$ cat src/rtl/decoder_pkg.sv
// Shared types and helpers for the registered N-to-2^N one-hot decoder.
package decoder_pkg;

    typedef enum logic [1:0] {IDLE, SCAN_EMIT, SCAN_GAP} state_t;

    localparam int MAX_OUT_W = 256;

    function automatic int out_w(input int sel_w);
        return 1 << sel_w;
    endfunction

    // Indices at or beyond width yield an all-zero word.
    function automatic logic [MAX_OUT_W-1:0] onehot(input logic [7:0] sel, input int width);
        logic [MAX_OUT_W-1:0] word;
        word = '0;
        if (int'(sel) < width) word[sel] = 1'b1;
        return word;
    endfunction

endpackage

$ cat src/rtl/decoder_onehot.sv
// Combinational SEL_W-to-2^SEL_W one-hot core with enable.
module decoder_onehot
    import decoder_pkg::*;
#(
    parameter  int SEL_W = 3,
    localparam int OUT_W = out_w(SEL_W)
) (
    input  logic [SEL_W-1:0] sel,
    input  logic             en,
    output logic [OUT_W-1:0] dout
);

    assign dout = en ? OUT_W'(onehot(8'(sel), OUT_W)) : '0;

endmodule

$ cat src/rtl/decoder_nto2n_reg.sv
// Registered one-hot decoder with valid/ready handshake.
// Optional auto-scan sequencer enabled by defining DECODER_NTO2N_SCAN_EN.
module decoder_nto2n_reg
    import decoder_pkg::*;
#(
    parameter  int SEL_W   = 3,
    parameter  int DWELL_W = 8,
    localparam int OUT_W   = out_w(SEL_W)
) (
    input  logic               clk,
    input  logic               rst_n,
    input  logic               in_valid,
    output logic               in_ready,
    input  logic [SEL_W-1:0]   sel,
    input  logic               en,
    output logic               out_valid,
    input  logic               out_ready,
    output logic [OUT_W-1:0]   dout,
    input  logic               scan_start,
    input  logic [DWELL_W-1:0] scan_dwell,
    output logic               scan_busy,
    output logic               scan_done
);

    logic             free;
    logic             load;
    logic [OUT_W-1:0] load_word;
    logic [OUT_W-1:0] dir_word;

    assign free = !out_valid || out_ready;

    decoder_onehot #(.SEL_W(SEL_W)) u_dir (
        .sel  (sel),
        .en   (en),
        .dout (dir_word)
    );

`ifdef DECODER_NTO2N_SCAN_EN
    state_t             state, state_nx;
    logic [SEL_W-1:0]   idx, idx_nx;
    logic [DWELL_W-1:0] dwell, dwell_nx;
    logic [DWELL_W-1:0] gap_cnt, gap_nx;
    logic               last_ld, last_nx;
    logic               done_nx;
    logic               scan_ld;
    logic [OUT_W-1:0]   scan_word;

    decoder_onehot #(.SEL_W(SEL_W)) u_scan (
        .sel  (idx),
        .en   (1'b1),
        .dout (scan_word)
    );

    assign in_ready  = (state == IDLE) && free && !scan_start;
    assign scan_busy = (state != IDLE);
    assign load      = (in_valid && in_ready) || scan_ld;
    assign load_word = scan_ld ? scan_word : dir_word;

    // last_ld marks that the final beat is loaded and only its handshake remains.
    always_comb begin
        state_nx = state;
        idx_nx   = idx;
        dwell_nx = dwell;
        gap_nx   = gap_cnt;
        last_nx  = last_ld;
        done_nx  = 1'b0;
        scan_ld  = 1'b0;
        case (state)
            IDLE: begin
                if (scan_start) begin
                    state_nx = SCAN_EMIT;
                    dwell_nx = scan_dwell;
                    idx_nx   = '0;
                    last_nx  = 1'b0;
                end
            end
            SCAN_EMIT: begin
                if (last_ld) begin
                    if (out_valid && out_ready) begin
                        state_nx = IDLE;
                        done_nx  = 1'b1;
                        last_nx  = 1'b0;
                        idx_nx   = '0;
                    end
                end else if (free) begin
                    scan_ld = 1'b1;
                    if (&idx) begin
                        last_nx = 1'b1;
                    end else begin
                        idx_nx = idx + 1'b1;
                        if (dwell != '0) begin
                            state_nx = SCAN_GAP;
                            gap_nx   = dwell;
                        end
                    end
                end
            end
            SCAN_GAP: begin
                gap_nx = gap_cnt - 1'b1;
                if (gap_cnt <= 1) state_nx = SCAN_EMIT;
            end
            default: state_nx = IDLE;
        endcase
    end

    always_ff @(posedge clk or negedge rst_n) begin
        if (!rst_n) begin
            state     <= IDLE;
            idx       <= '0;
            dwell     <= '0;
            gap_cnt   <= '0;
            last_ld   <= 1'b0;
            scan_done <= 1'b0;
        end else begin
            state     <= state_nx;
            idx       <= idx_nx;
            dwell     <= dwell_nx;
            gap_cnt   <= gap_nx;
            last_ld   <= last_nx;
            scan_done <= done_nx;
        end
    end
`else
    logic scan_unused;

    assign scan_unused = ^{scan_start, scan_dwell};
    assign in_ready    = free;
    assign load        = in_valid && in_ready;
    assign load_word   = dir_word;
    assign scan_busy   = 1'b0;
    assign scan_done   = 1'b0;
`endif

    // dout keeps its last value once drained; only out_valid drops.
    always_ff @(posedge clk or negedge rst_n) begin
        if (!rst_n) begin
            dout      <= '0;
            out_valid <= 1'b0;
        end else if (load) begin
            dout      <= load_word;
            out_valid <= 1'b1;
        end else if (free) begin
            out_valid <= 1'b0;
        end
    end

endmodule

$ cat config.mk
export PLATFORM = sky130hd
export DESIGN_NAME = decoder_nto2n_reg
export DESIGN_NICKNAME = d
export VERILOG_FILES = /design/src/rtl/decoder_pkg.sv /design/src/rtl/decoder_onehot.sv /design/src/rtl/decoder_nto2n_reg.sv
export SDC_FILE = /design/constraint.sdc
export NUM_CORES = 1
export LEC_CHECK = 0
export ABC_AREA = 0
export BUFFER_PORTS_ARGS = -buffer_cell sky130_fd_sc_hd__buf_2
export CAP_MARGIN = 20
export CORE_AREA = 2 2 39 41
export DETAILED_ROUTE_END_ITERATION = 10
export DIE_AREA = 0 0 41 43
export PLACE_DENSITY = 0.67
export SETUP_SLACK_MARGIN = 0.3
export SYNTH_ARGS = -nofsm -noshare
export SYNTH_HDL_FRONTEND = slang
export SYNTH_SLANG_ARGS = --single-unit
$ cat constraint.sdc
create_clock -name clk -period 2.25 [get_ports clk]
set_clock_uncertainty 0.15 [all_clocks]
set_input_delay 0.3375 -clock clk [delete_from_list [all_inputs] [get_ports clk]]
set_output_delay 0.3375 -clock clk [all_outputs]
set_load 0.01 [all_outputs]
# After elaboration in Yosys (flattened, before gate mapping)
# Index checks and enable logic that the tools add are counted.
[totals] wordCells=14 out_inout_bits=12 ff_bits=9
[op_classes] order_cmp=2 n_reduce_logical=5 mux=5
[op_table] op="$lt 3x9->1 const B" n=1
[op_table] op="$mux 8" n=1
[op_table] op="$demux 1 s3" n=1
[op_table] op="$ge 3x1->1 const B" n=1
[op_table] op="$mux 1" n=3
[op_table] op="$logic_and 1x1->1" n=2
[op_table] op="$reduce_bool 2->1" n=1
[op_table] op="$logic_not 1->1" n=1
[op_table] op="$logic_or 1x1->1" n=1

# Depth between registers and ports, before layout
[depth] ltp_word=5 depth_mapped=3 mapped_depth_nobuf=3

# Cells and area by module
# Synthesis repeated with hierarchy kept, for this count alone.
[hier_totals] hier_cells=31 area_unflattened_um2=500.5
[by_module_without_submodules] mod="decoder_nto2n_reg" area_per_inst_um2=404.1 seq_area_each_um2=225.2 cells_per_inst=23 instances=1
[by_module_without_submodules] mod="decoder_onehot" area_per_inst_um2=96.3 seq_area_each_um2=0.0 cells_per_inst=8 instances=1

# Worst setup path before layout
# No wires, ideal clock.
[synth_timing] path_kind="register to register" start="register out_valid" end="register dout[0]" setup_slack_ns=1.025 arrival_ns=0.950 setup_ns=0.125 required_time_ns=1.975 stages_incl_launch_ff=4 path_cell_list="dfrtp_1 > nand2b_4 > nand2_4 > mux2_4"
[synth_via] elab_chain_len=3
[synth_rtl] item="start: declaration" line_no="decoder_nto2n_reg.sv:16" rtl="output logic out_valid,"
[synth_rtl] item="start signal: assignment" line_no="decoder_nto2n_reg.sv:138" rtl="out_valid <= 1'b0;"
[synth_rtl] item="start signal: assignment" line_no="decoder_nto2n_reg.sv:141" rtl="out_valid <= 1'b1;"
[synth_rtl] item="start signal: assignment" line_no="decoder_nto2n_reg.sv:143" rtl="out_valid <= 1'b0;"
[synth_rtl] item="$logic_not 1->1" line_no="decoder_nto2n_reg.sv:30" rtl="assign free = !out_valid || out_ready;"
[synth_rtl] item="$logic_or 1x1->1" line_no="decoder_nto2n_reg.sv:30"
[synth_rtl] item="via in_ready" line_no="decoder_nto2n_reg.sv:13" rtl="output logic in_ready,"
[synth_rtl] item="$logic_and 1x1->1" line_no="decoder_nto2n_reg.sv:128" rtl="assign load = in_valid && in_ready;"
[synth_rtl] item="end signal: assignment" line_no="decoder_nto2n_reg.sv:140" rtl="dout <= load_word;"
[synth_rtl] item="end: declaration" line_no="decoder_nto2n_reg.sv:18" rtl="output logic [OUT_W-1:0] dout,"
# The timed path passes the listed nets, and every way through them passes these cells.
# A chain may end at the register's enable or synchronous reset.

# Worst setup path in the final report
[layout_timing] start="register out_valid" end="output port in_ready"
[layout_via] elab_chain_len=2
[layout_rtl] item="$logic_not 1->1" line_no="decoder_nto2n_reg.sv:30"
[layout_rtl] item="$logic_or 1x1->1" line_no="decoder_nto2n_reg.sv:30"
[layout_rtl] item="end: declaration" line_no="decoder_nto2n_reg.sv:13"
# No other way between the ends.

==> metrics.txt <==
design area=586 µm²; CP Capture Type=output pin; Post-Syn Area=455 µm²; number of CTS-inserted buffers=3; Synth Flop Type=dfrtp_1; Root Buffer Master=clkbuf_4; number of antenna diodes=0; synth top area cells=dfrtp_1 (49%), mux2_4 (26%), nor2_1 (4.9%); clock-pin slew on the worst setup and hold paths=0.06 ns; Setup crit start kind=flip-flop; initial core utilization=32.9%; top-count cell post-synth=dfrtp_1; Antenna Nets Post-Route=0; GR Util All Layers=12.1%; Detailed Route WL=819 µm; drt wl/cell=11.2 µm; Yosys reg bits=9; layout cells sized above 1=52.6%; critical path fanouts, max=3; DR iter-0 viols=1; Setup violations, final=0; P&R area growth vs syn=28.6%; vias in the first global route=303; fin util=42.3%; Final min period=1.38 ns; Worst EP required=1.76 ns; WS Path Type=flip-flop to output pin; arrival time worst endpoint=0.89 ns; top cells by count, synth=dfrtp_1 (9), mux2_4 (8), nor2_1 (6), nand2b_1 (3); crit-path leading delay family=flip-flops; post_cts resized=0; Buf/Inv on CP=1; Non-Filler Instances=73; initial antenna violation count=0; post-detail-place hpwl=653 µm; largest net degree at the start of global routing=10; number of synthesized flops with an enable pin=0; Sequential Area=225 µm²; Yosys top cell by area=dfrtp_1; global route total overflow=0; Die Span Y=43 µm; worst min path class=input pin to flip-flop; I/O pin count=29; Leak=0.333 nW; Placer Congestion=0.678; Gate Count Post-Synth=36; Distinct cells, synth=11; register area share after synthesis=49.5%; Die X=41 µm; crit path max-delay cell type=dfrtp_1; Fin. Hold Viols=0; Post-DP Area=549 µm²; RSZ-0062 raised after global routing=no; Async S/R FF share, synth=100%; clock tree from TritonCTS=built; first-pass GRT wire length=1350 µm; DRC viols=0; hold_buf cts=1; outcome=finished clean; Final period util=61.2%; worst vdd ir=279 µV; fin. max-slew vios=0; latest clock arrival within the worst-skew pair=0.25 ns; std cell rows=14; max-cap violations=0; port bufs=17; first drt pass iteration count=2; Post-CTS Setup Repair Bufs=0; CP Cell Sequence=nand2b_4, buf_2; core footprint=1380 µm²; setup TNS=0 ns; # placed instances=68; nets=75; Layout fillers=144; Mean Syn Cell Area=12.7 µm²; fmax=727 MHz; Pwr per Cell Area=605 nW/µm²; yosys warns=0; die area=1760 µm²; Vias/cell=4.21; Critical Path Max Stage Delay=0.41 ns; sinks on the clock net=9; Multi-input gate area=219 µm²; Vias=307; Synth top area share=49.5%; depth of the CTS H-tree=1; CTS Buffer Depth=2
power breakdown:
group / internal, W / switching, W
logic: 0.0000297 / 0.0000292
clock network: 0.0000681 / 0.0000526
registers: 0.000170 / 0.00000497
total: 0.000268 / 0.0000868
final timing paths:
check	from	slack, ns	end	cells after the start
worst max-delay path	out_valid$_DFFE_PN0P_	0.87	in_ready	2
worst min-delay path	in_valid	0.17	out_valid$_DFFE_PN0P_	2
worst max register to register	out_valid$_DFFE_PN0P_	1.04	dout[5]$_DFFE_PN0P_	3
worst min register to register	dout[6]$_DFFE_PN0P_	0.36	dout[6]$_DFFE_PN0P_	1
max in group asynchronous	rst_n	1.46	dout[6]$_DFFE_PN0P_	2
min in group asynchronous	rst_n	0.31	out_valid$_DFFE_PN0P_	2
cell type report:
type | instances | area share, %
clock buffers | 4 | 4.49
multi-input cells | 26 | 37.4
flip-flops and latches | 9 | 38.5
well taps | 16 | 3.42
repair buffers | 18 | 16.2
flip-flops by register name (all words and copies together), names as in the netlist:
signal / count
out_valid: 1
dout: 8
per-layer routing:
layer | part of all wire (%) | track usage, % | vias to the layer above
li1 | - | - | 155
met1 | 39 | 14.1 | 139
met2 | 52 | 17.5 | 11
met3 | 7.3 | 4.71 | 2
met4 | 1.2 | 8.00 | 0
met5 | 0 | 0 | -
logic make-up (layout without fill, tap and decap cells):
family / after synthesis / after routing / share of synthesized area, %
AND/OR/NAND/NOR: 16 / 16 / 20.1
flip-flops: 9 / 9 / 49.5
multiplexers: 8 / 8 / 26.4
buffers and inverters: 2 / 22 / 3.30
other: 1 / 2 / 0.823
per-stage QoR:
step	setup WS [ns]	power, W	hold slack (ns)
finish	0.874	0.000355	0.166
floorplan	1.02	0.000214	-0.108
global placement	0.932	0.000235	0.0453
detailed placement	0.902	0.000237	0.0504
CTS	0.853	0.000361	0.159
global route	0.798	0.000380	0.159
cell usage in the layout, fill, tap and decap left out:
cell and count:
buf_2 17, dfrtp_1 9, mux2_4 8, nor2_1 6
nand2b_1 3, clkbuf_4 3, nand2_1 2, nor3_1 2
conb_1 2, nand2b_4 1, nand2_4 1, or2b_1 1
clkbuf_1 1, dlygate4sd3_1 1
Power figures use the tool's default switching activity.
